## src/rtl/mux_sel_arbiter_if.sv

```systemverilog
// Bus bundle between the shared-memory mux arbiter and its requesters.
// The slave side is the arbiter: it takes requests and the parity returned
// by the xor_tree, and drives the one-hot mux select and status.
interface mux_sel_arbiter_if #(
  parameter int N     = 8,
  parameter int IDX_W = 3
);
  logic [N-1:0]     req;
  logic [N-1:0]     done;
  logic [N-1:0]     grant;
  logic [IDX_W-1:0] grant_idx;
  logic             grant_valid;
  logic             grant_parity;
  logic             parity_err;

  modport master (
    output req, done, grant_parity,
    input  grant, grant_idx, grant_valid, parity_err
  );

  modport slave (
    input  req, done, grant_parity,
    output grant, grant_idx, grant_valid, parity_err
  );
endinterface

```

## src/rtl/mux_sel_arbiter.sv

```systemverilog
// Round-robin arbiter for one shared-memory output mux.
// Holds a registered one-hot grant for one port at a time, always inserts one
// idle cycle between grants, optionally preempts a long holder when others
// wait, and checks the returned grant parity as a one-hot integrity test.
module mux_sel_arbiter #(
  parameter int N        = 8,
  parameter int IDX_W    = 3,
  parameter int MAX_HOLD = 16
) (
  input  logic              clk,
  input  logic              rst,
  mux_sel_arbiter_if.slave  bus
);

  // Hold counter only needs to reach MAX_HOLD-1.
  localparam int HOLD_W = (MAX_HOLD > 2) ? $clog2(MAX_HOLD) : 1;
  localparam logic [HOLD_W-1:0] HOLD_LAST =
    (MAX_HOLD == 0) ? {HOLD_W{1'b0}} : HOLD_W'(MAX_HOLD - 1);

  localparam logic [0:0] ST_IDLE  = 1'b0;
  localparam logic [0:0] ST_GRANT = 1'b1;

  // First set request scanning from p upwards, wrapping mod N.
  // Returns {found, index}.
  function automatic logic [IDX_W:0] rr_pick(input logic [N-1:0] r,
                                             input logic [IDX_W-1:0] p);
    logic             found;
    logic [IDX_W-1:0] w;
    logic [IDX_W-1:0] idx;
    found = 1'b0;
    w     = p;
    for (int i = 0; i < N; i++) begin
      idx = p + IDX_W'(i);
      if (!found && r[idx]) begin
        found = 1'b1;
        w     = idx;
      end else begin
        found = found;
        w     = w;
      end
    end
    return {found, w};
  endfunction

  // One-hot decode of a port index.
  function automatic logic [N-1:0] onehot(input logic [IDX_W-1:0] i);
    return {{(N-1){1'b0}}, 1'b1} << i;
  endfunction

  // A valid one-hot grant has odd parity; an idle (all-zero) grant has even.
  function automatic logic integrity_fault(input logic valid, input logic parity);
    return valid ^ parity;
  endfunction

  logic [0:0]        state_r,       state_s;
  logic [IDX_W-1:0]  ptr_r,         ptr_s;
  logic [HOLD_W-1:0] hold_cnt_r,    hold_cnt_s;
  logic [N-1:0]      grant_r,       grant_s;
  logic [IDX_W-1:0]  grant_idx_r,   grant_idx_s;
  logic              grant_valid_r, grant_valid_s;
  logic              parity_err_r;

  logic [IDX_W:0]    pick_s;
  logic [N-1:0]      holder_mask_s;
  logic              others_s;
  logic              hold_expired_s;
  logic              release_s;

  // Next-state and next-output decode for the IDLE/GRANT machine.
  always_comb begin
    state_s       = state_r;
    ptr_s         = ptr_r;
    hold_cnt_s    = hold_cnt_r;
    grant_s       = grant_r;
    grant_idx_s   = grant_idx_r;
    grant_valid_s = grant_valid_r;

    pick_s         = rr_pick(bus.req, ptr_r);
    holder_mask_s  = onehot(grant_idx_r);
    others_s       = |(bus.req & ~holder_mask_s);
    hold_expired_s = (MAX_HOLD != 0) && (hold_cnt_r == HOLD_LAST) && others_s;
    release_s      = bus.done[grant_idx_r] | ~bus.req[grant_idx_r] | hold_expired_s;

    case (state_r)
      ST_IDLE: begin
        if (pick_s[IDX_W]) begin
          state_s       = ST_GRANT;
          grant_s       = onehot(pick_s[IDX_W-1:0]);
          grant_idx_s   = pick_s[IDX_W-1:0];
          grant_valid_s = 1'b1;
          hold_cnt_s    = {HOLD_W{1'b0}};
        end else begin
          state_s       = ST_IDLE;
        end
      end
      ST_GRANT: begin
        if (release_s) begin
          // grant_idx deliberately keeps the last holder.
          state_s       = ST_IDLE;
          grant_s       = {N{1'b0}};
          grant_valid_s = 1'b0;
          ptr_s         = grant_idx_r + IDX_W'(1);
          hold_cnt_s    = {HOLD_W{1'b0}};
        end else if (hold_cnt_r != HOLD_LAST) begin
          hold_cnt_s    = hold_cnt_r + HOLD_W'(1);
        end else begin
          hold_cnt_s    = hold_cnt_r;
        end
      end
      default: begin
        state_s       = ST_IDLE;
        grant_s       = {N{1'b0}};
        grant_valid_s = 1'b0;
        hold_cnt_s    = {HOLD_W{1'b0}};
      end
    endcase
  end

  // State, output and sticky integrity-flag registers; reset wins over all.
  always_ff @(posedge clk) begin
    if (rst) begin
      state_r       <= ST_IDLE;
      ptr_r         <= {IDX_W{1'b0}};
      hold_cnt_r    <= {HOLD_W{1'b0}};
      grant_r       <= {N{1'b0}};
      grant_idx_r   <= {IDX_W{1'b0}};
      grant_valid_r <= 1'b0;
      parity_err_r  <= 1'b0;
    end else begin
      state_r       <= state_s;
      ptr_r         <= ptr_s;
      hold_cnt_r    <= hold_cnt_s;
      grant_r       <= grant_s;
      grant_idx_r   <= grant_idx_s;
      grant_valid_r <= grant_valid_s;
      parity_err_r  <= parity_err_r | integrity_fault(grant_valid_r, bus.grant_parity);
    end
  end

  assign bus.grant       = grant_r;
  assign bus.grant_idx   = grant_idx_r;
  assign bus.grant_valid = grant_valid_r;
  assign bus.parity_err  = parity_err_r;

endmodule
```

## src/flat_wrapper.sv

```systemverilog
// flat-port wrapper written by rule: the top's interface ports become plain ports
module mux_sel_arbiter_flat 
#(
  parameter int N        = 8,
  parameter int IDX_W    = 3,
  parameter int MAX_HOLD = 16
)
  (clk, rst, bus_req, bus_done, bus_grant_parity, bus_grant, bus_grant_idx, bus_grant_valid, bus_parity_err);
  mux_sel_arbiter_if #(.N(N), .IDX_W(IDX_W)) bus_i ();
  input  logic clk;
  input  logic rst;
  input wire logic [$bits(bus_i.req)-1:0] bus_req;
  input wire logic [$bits(bus_i.done)-1:0] bus_done;
  input wire logic [$bits(bus_i.grant_parity)-1:0] bus_grant_parity;
  output wire logic [$bits(bus_i.grant)-1:0] bus_grant;
  output wire logic [$bits(bus_i.grant_idx)-1:0] bus_grant_idx;
  output wire logic [$bits(bus_i.grant_valid)-1:0] bus_grant_valid;
  output wire logic [$bits(bus_i.parity_err)-1:0] bus_parity_err;
  assign bus_i.req = bus_req;
  assign bus_i.done = bus_done;
  assign bus_i.grant_parity = bus_grant_parity;
  assign bus_grant = bus_i.grant;
  assign bus_grant_idx = bus_i.grant_idx;
  assign bus_grant_valid = bus_i.grant_valid;
  assign bus_parity_err = bus_i.parity_err;
  mux_sel_arbiter #(.N(N), .IDX_W(IDX_W), .MAX_HOLD(MAX_HOLD)) u_core (.clk(clk), .rst(rst), .bus(bus_i));
endmodule
```

## config.mk

```make
export PLATFORM = sky130hd
export DESIGN_NAME = mux_sel_arbiter_flat
export DESIGN_NICKNAME = d
export VERILOG_FILES = /design/src/rtl/mux_sel_arbiter_if.sv /design/src/rtl/mux_sel_arbiter.sv /design/src/flat_wrapper.sv
export SDC_FILE = /design/constraint.sdc
export NUM_CORES = 1
export LEC_CHECK = 0
export CAP_MARGIN = 25
export CORE_ASPECT_RATIO = 0.9
export CORE_MARGIN = 1
export CORE_UTILIZATION = 25
export CTS_CLUSTER_SIZE = 28
export DETAILED_ROUTE_END_ITERATION = 8
export GPL_ROUTABILITY_DRIVEN = 0
export PLACE_DENSITY = 0.48
export SYNTH_ARGS = -nofsm -noshare
export SYNTH_HDL_FRONTEND = slang
export SYNTH_SLANG_ARGS = --single-unit
```

## constraint.sdc

```tcl
create_clock -name clk -period 3.9 [get_ports clk]
set_input_delay 0.39 -clock clk [delete_from_list [all_inputs] [get_ports clk]]
set_output_delay 0.39 -clock clk [all_outputs]
set_load 0.02 [all_outputs]
```

==> metrics.cfg <==
[routing]
wl_per_cell_um=15.11
drt_iter0_drc=56
routed_wl_mm=5.242
final_antenna_net_count=0
first_pass_iters=4
vias_per_cell=5.179
drc_errors=0
dr_total_vias=1797

[critical_path]
cp_slowest_stage_delay_ns=0.66
worst_r2r_path_depth=9
cp_top_family=multiplexers
cp_cell_sequence=inv_1 > ha_1 > mux4_1 > mux2_2 > and2b_2 > a41o_2 > inv_1 > nor3b_1 > a32o_1
critPathLaunch=u_core.ptr_r[0]
r2r_slack_ns=0.54
endpoint=u_core.bus.grant[0]
crit_top_cell=inv_1
crit_path_end_kind=flip-flop
crit_cells=9
timing.rr.end=u_core.bus.grant[0]
criticalPathCategory=reg2reg
critical_path_required_ns=4.11
arrival_ns=3.57
path_buf_inv=2
reg2reg_from=u_core.ptr_r[0]
cp_slowest_cell=mux4_1
crit_path_start_kind=flip-flop
cp_max_fo=14

[timing]
period_share_pct=86.16
period_minus_slack_ns=3.360
setup_viol=0
setup_ws_ns=0.5396
fin_skew_ns=0.003385
hold_viol=0
max_freq_mhz=297.6
slew_viol_final=0
slew_headroom_pct=59.52
holdWs_ns=0.4613
worst_slew_pin_slew_ns=0.6029
tns_ns=0
grt_setup_unrepaired=no

[final_layout]
final_nets=277
num_antenna_cells=0
drive_gt1_share_pct=14.92
final_cells=347
syn2layout_area_growth_pct=19.71

[pwr]
power.static_leakage_nw=0.8385
power_density_mw_per_mm2=439.6
max-vdd-ir-drop_uv=137.6
finalPower_mw=1.083

[outcome]
status=completed

[yosys]
synth_ff_type=dfxtp_1
synth_nets=249
yosys_warnings=0
ys_async_sr_fraction_pct=0
synth_area_leaders=dfxtp_1 (20%), mux4_2 (8.8%), ha_1 (5.5%)
ys_ff_latch=21
syn-cell-area_sq_mm=0.002057
yosysSeqAreaShare_pct=20.44
synth_top_area_cell=dfxtp_1
synth_cells=221
ys_types=65
synth_top_area_share_pct=20.44
synth_edf_count=0
synthTopCellsByCount=dfxtp_1 (21), nor2_1 (17), a21oi_1 (16), inv_1 (16), nand2_1 (13)
avgSynthCellArea_sq_um=9.308
synth.most_common_cell=dfxtp_1

[clock_network]
clk_pin_slew_ns=0.08
cts_tree=built
postCtsSetupBuffers=0
cts_resized=0
cts-buffers-inserted=3
clk_latency_ns=0.26
cts_hold_buf=0
h-tree-depth=1
clock_sinks=21
clock-root-buffer=clkbuf_8
clockBufferDepth=2

[floorplanning]
core.rowCount=31
die_w_um=97.62
die_area_sq_mm=0.008595
die_y_um=88.06
initial_core_util_pct=25.62
pin_count=32
coreArea_sq_mm=0.008029

[global_route]
grt_pass1_vias=1718
grt_util_all_layers_pct=12.56
grt_pass1_wl_mm=8.659
grt_overflow_total=0
grt_max_degree=17
antenna_found_initial=0

[min_path]
hp-class=reg2reg
hold_start=u_core.bus.grant[3]

[place]
dp.cells=343
io_buffers=31
place_hpwl_mm=4.133
dp_slack_ns=0.5431

[job]
cap_violations=0

[where the power goes]
part | total (mW) | switching, mW | internal (mW)
Sequential | 0.278 | 0.0330 | 0.245
Clock | 0.142 | 0.0689 | 0.0728
Combinational | 0.663 | 0.359 | 0.304
Total | 1.08 | 0.461 | 0.621
[flip-flops by register name, summed over array words and instances (netlist names)]
name                    count
u_core.hold_cnt_r           4
u_core.ptr_r                3
u_core.bus.grant            8
u_core.bus.parity_err       1
u_core.bus.grant_valid      1
u_core.bus.grant_idx        3
u_core.state_r              1
[routing by layer]
layer | wire [um] | vias to the layer above | global-route usage [%] | part of all wire, %
met5 | 0 | - | 0 | 0
met4 | 26 | 0 | 1.653 | 0.50
met3 | 149 | 2 | 2.155 | 2.8
met2 | 2391 | 34 | 20.57 | 46
met1 | 2675 | 850 | 17.78 | 51
li1 | - | 911 | - | -
[worst min path at each step]
stage	to	depth (start not counted)
floorplan	u_core.hold_cnt_r[1]	2
global placement	u_core.bus.grant[3]	2
detailed placement	u_core.bus.grant[5]	2
CTS	u_core.bus.grant[5]	2
global route	u_core.bus.grant[7]	2
finish	u_core.bus.grant[3]	2
[through the flow]
| step | util (%) | instance area, sq um |
|---|---|---|
| 3_3_place_gp | 30.11 | 2417 |
| 3_5_place_dp | 30.11 | 2417 |
| 4_1_cts | 30.67 | 2462 |
| 6_report | 30.67 | 2462 |
| 2_1_floorplan | - | 2057 |
| 5_1_grt | 30.67 | 2462 |
[worst min-delay path, cell delays in order, from the launching register on]
cell and delay [ns]:
dfxtp_1 0.31, inv_1 0.05, o32ai_1 0.06
[logic make-up (layout without fill, tap and decap cells)]
kind of cell             Yosys count  count (layout)  share of synthesized area [%]
buffers and inverters             27              54                          7.603
adder cells (fa/ha/maj)            9               9                          5.475
multiplexers                      25              25                          20.38
flip-flops                        21              21                          20.44
AND/OR/NAND/NOR                   68              68                          18.25
AO/OA/AOI/OAI                     63              63                          24.45
XOR/XNOR                           8               8                          3.406
[cell type report]
| class | instances | area (sq um) |
|---|---|---|
| fill | 841 | 5567 |
| multi-input combinational | 173 | 1480 |
| sequential | 21 | 420.4 |
| timing repair buffer | 34 | 332.8 |
| tap | 99 | 123.9 |
| inverter | 16 | 60.06 |
| clock buffer | 4 | 45.04 |
[layout by cell type (no fill, tap or decap), types with 3 or more instances in the layout]
cell	count
a21oi_1	16
a31oi_1	5
a32o_1	4
and2b_2	3
buf_4	3
clkbuf_8	3
clkdlybuf4s50_1	31
dfxtp_1	21
ha_1	9
inv_1	16
mux2_2	3
mux2i_1	10
mux4_1	4
mux4_2	8
nand2_1	13
nand2b_1	3
nand3_1	11
nor2_1	17
o311ai_0	3
o32ai_1	5
xnor2_1	4
xor2_1	4
Power figures use the tool's default switching activity.
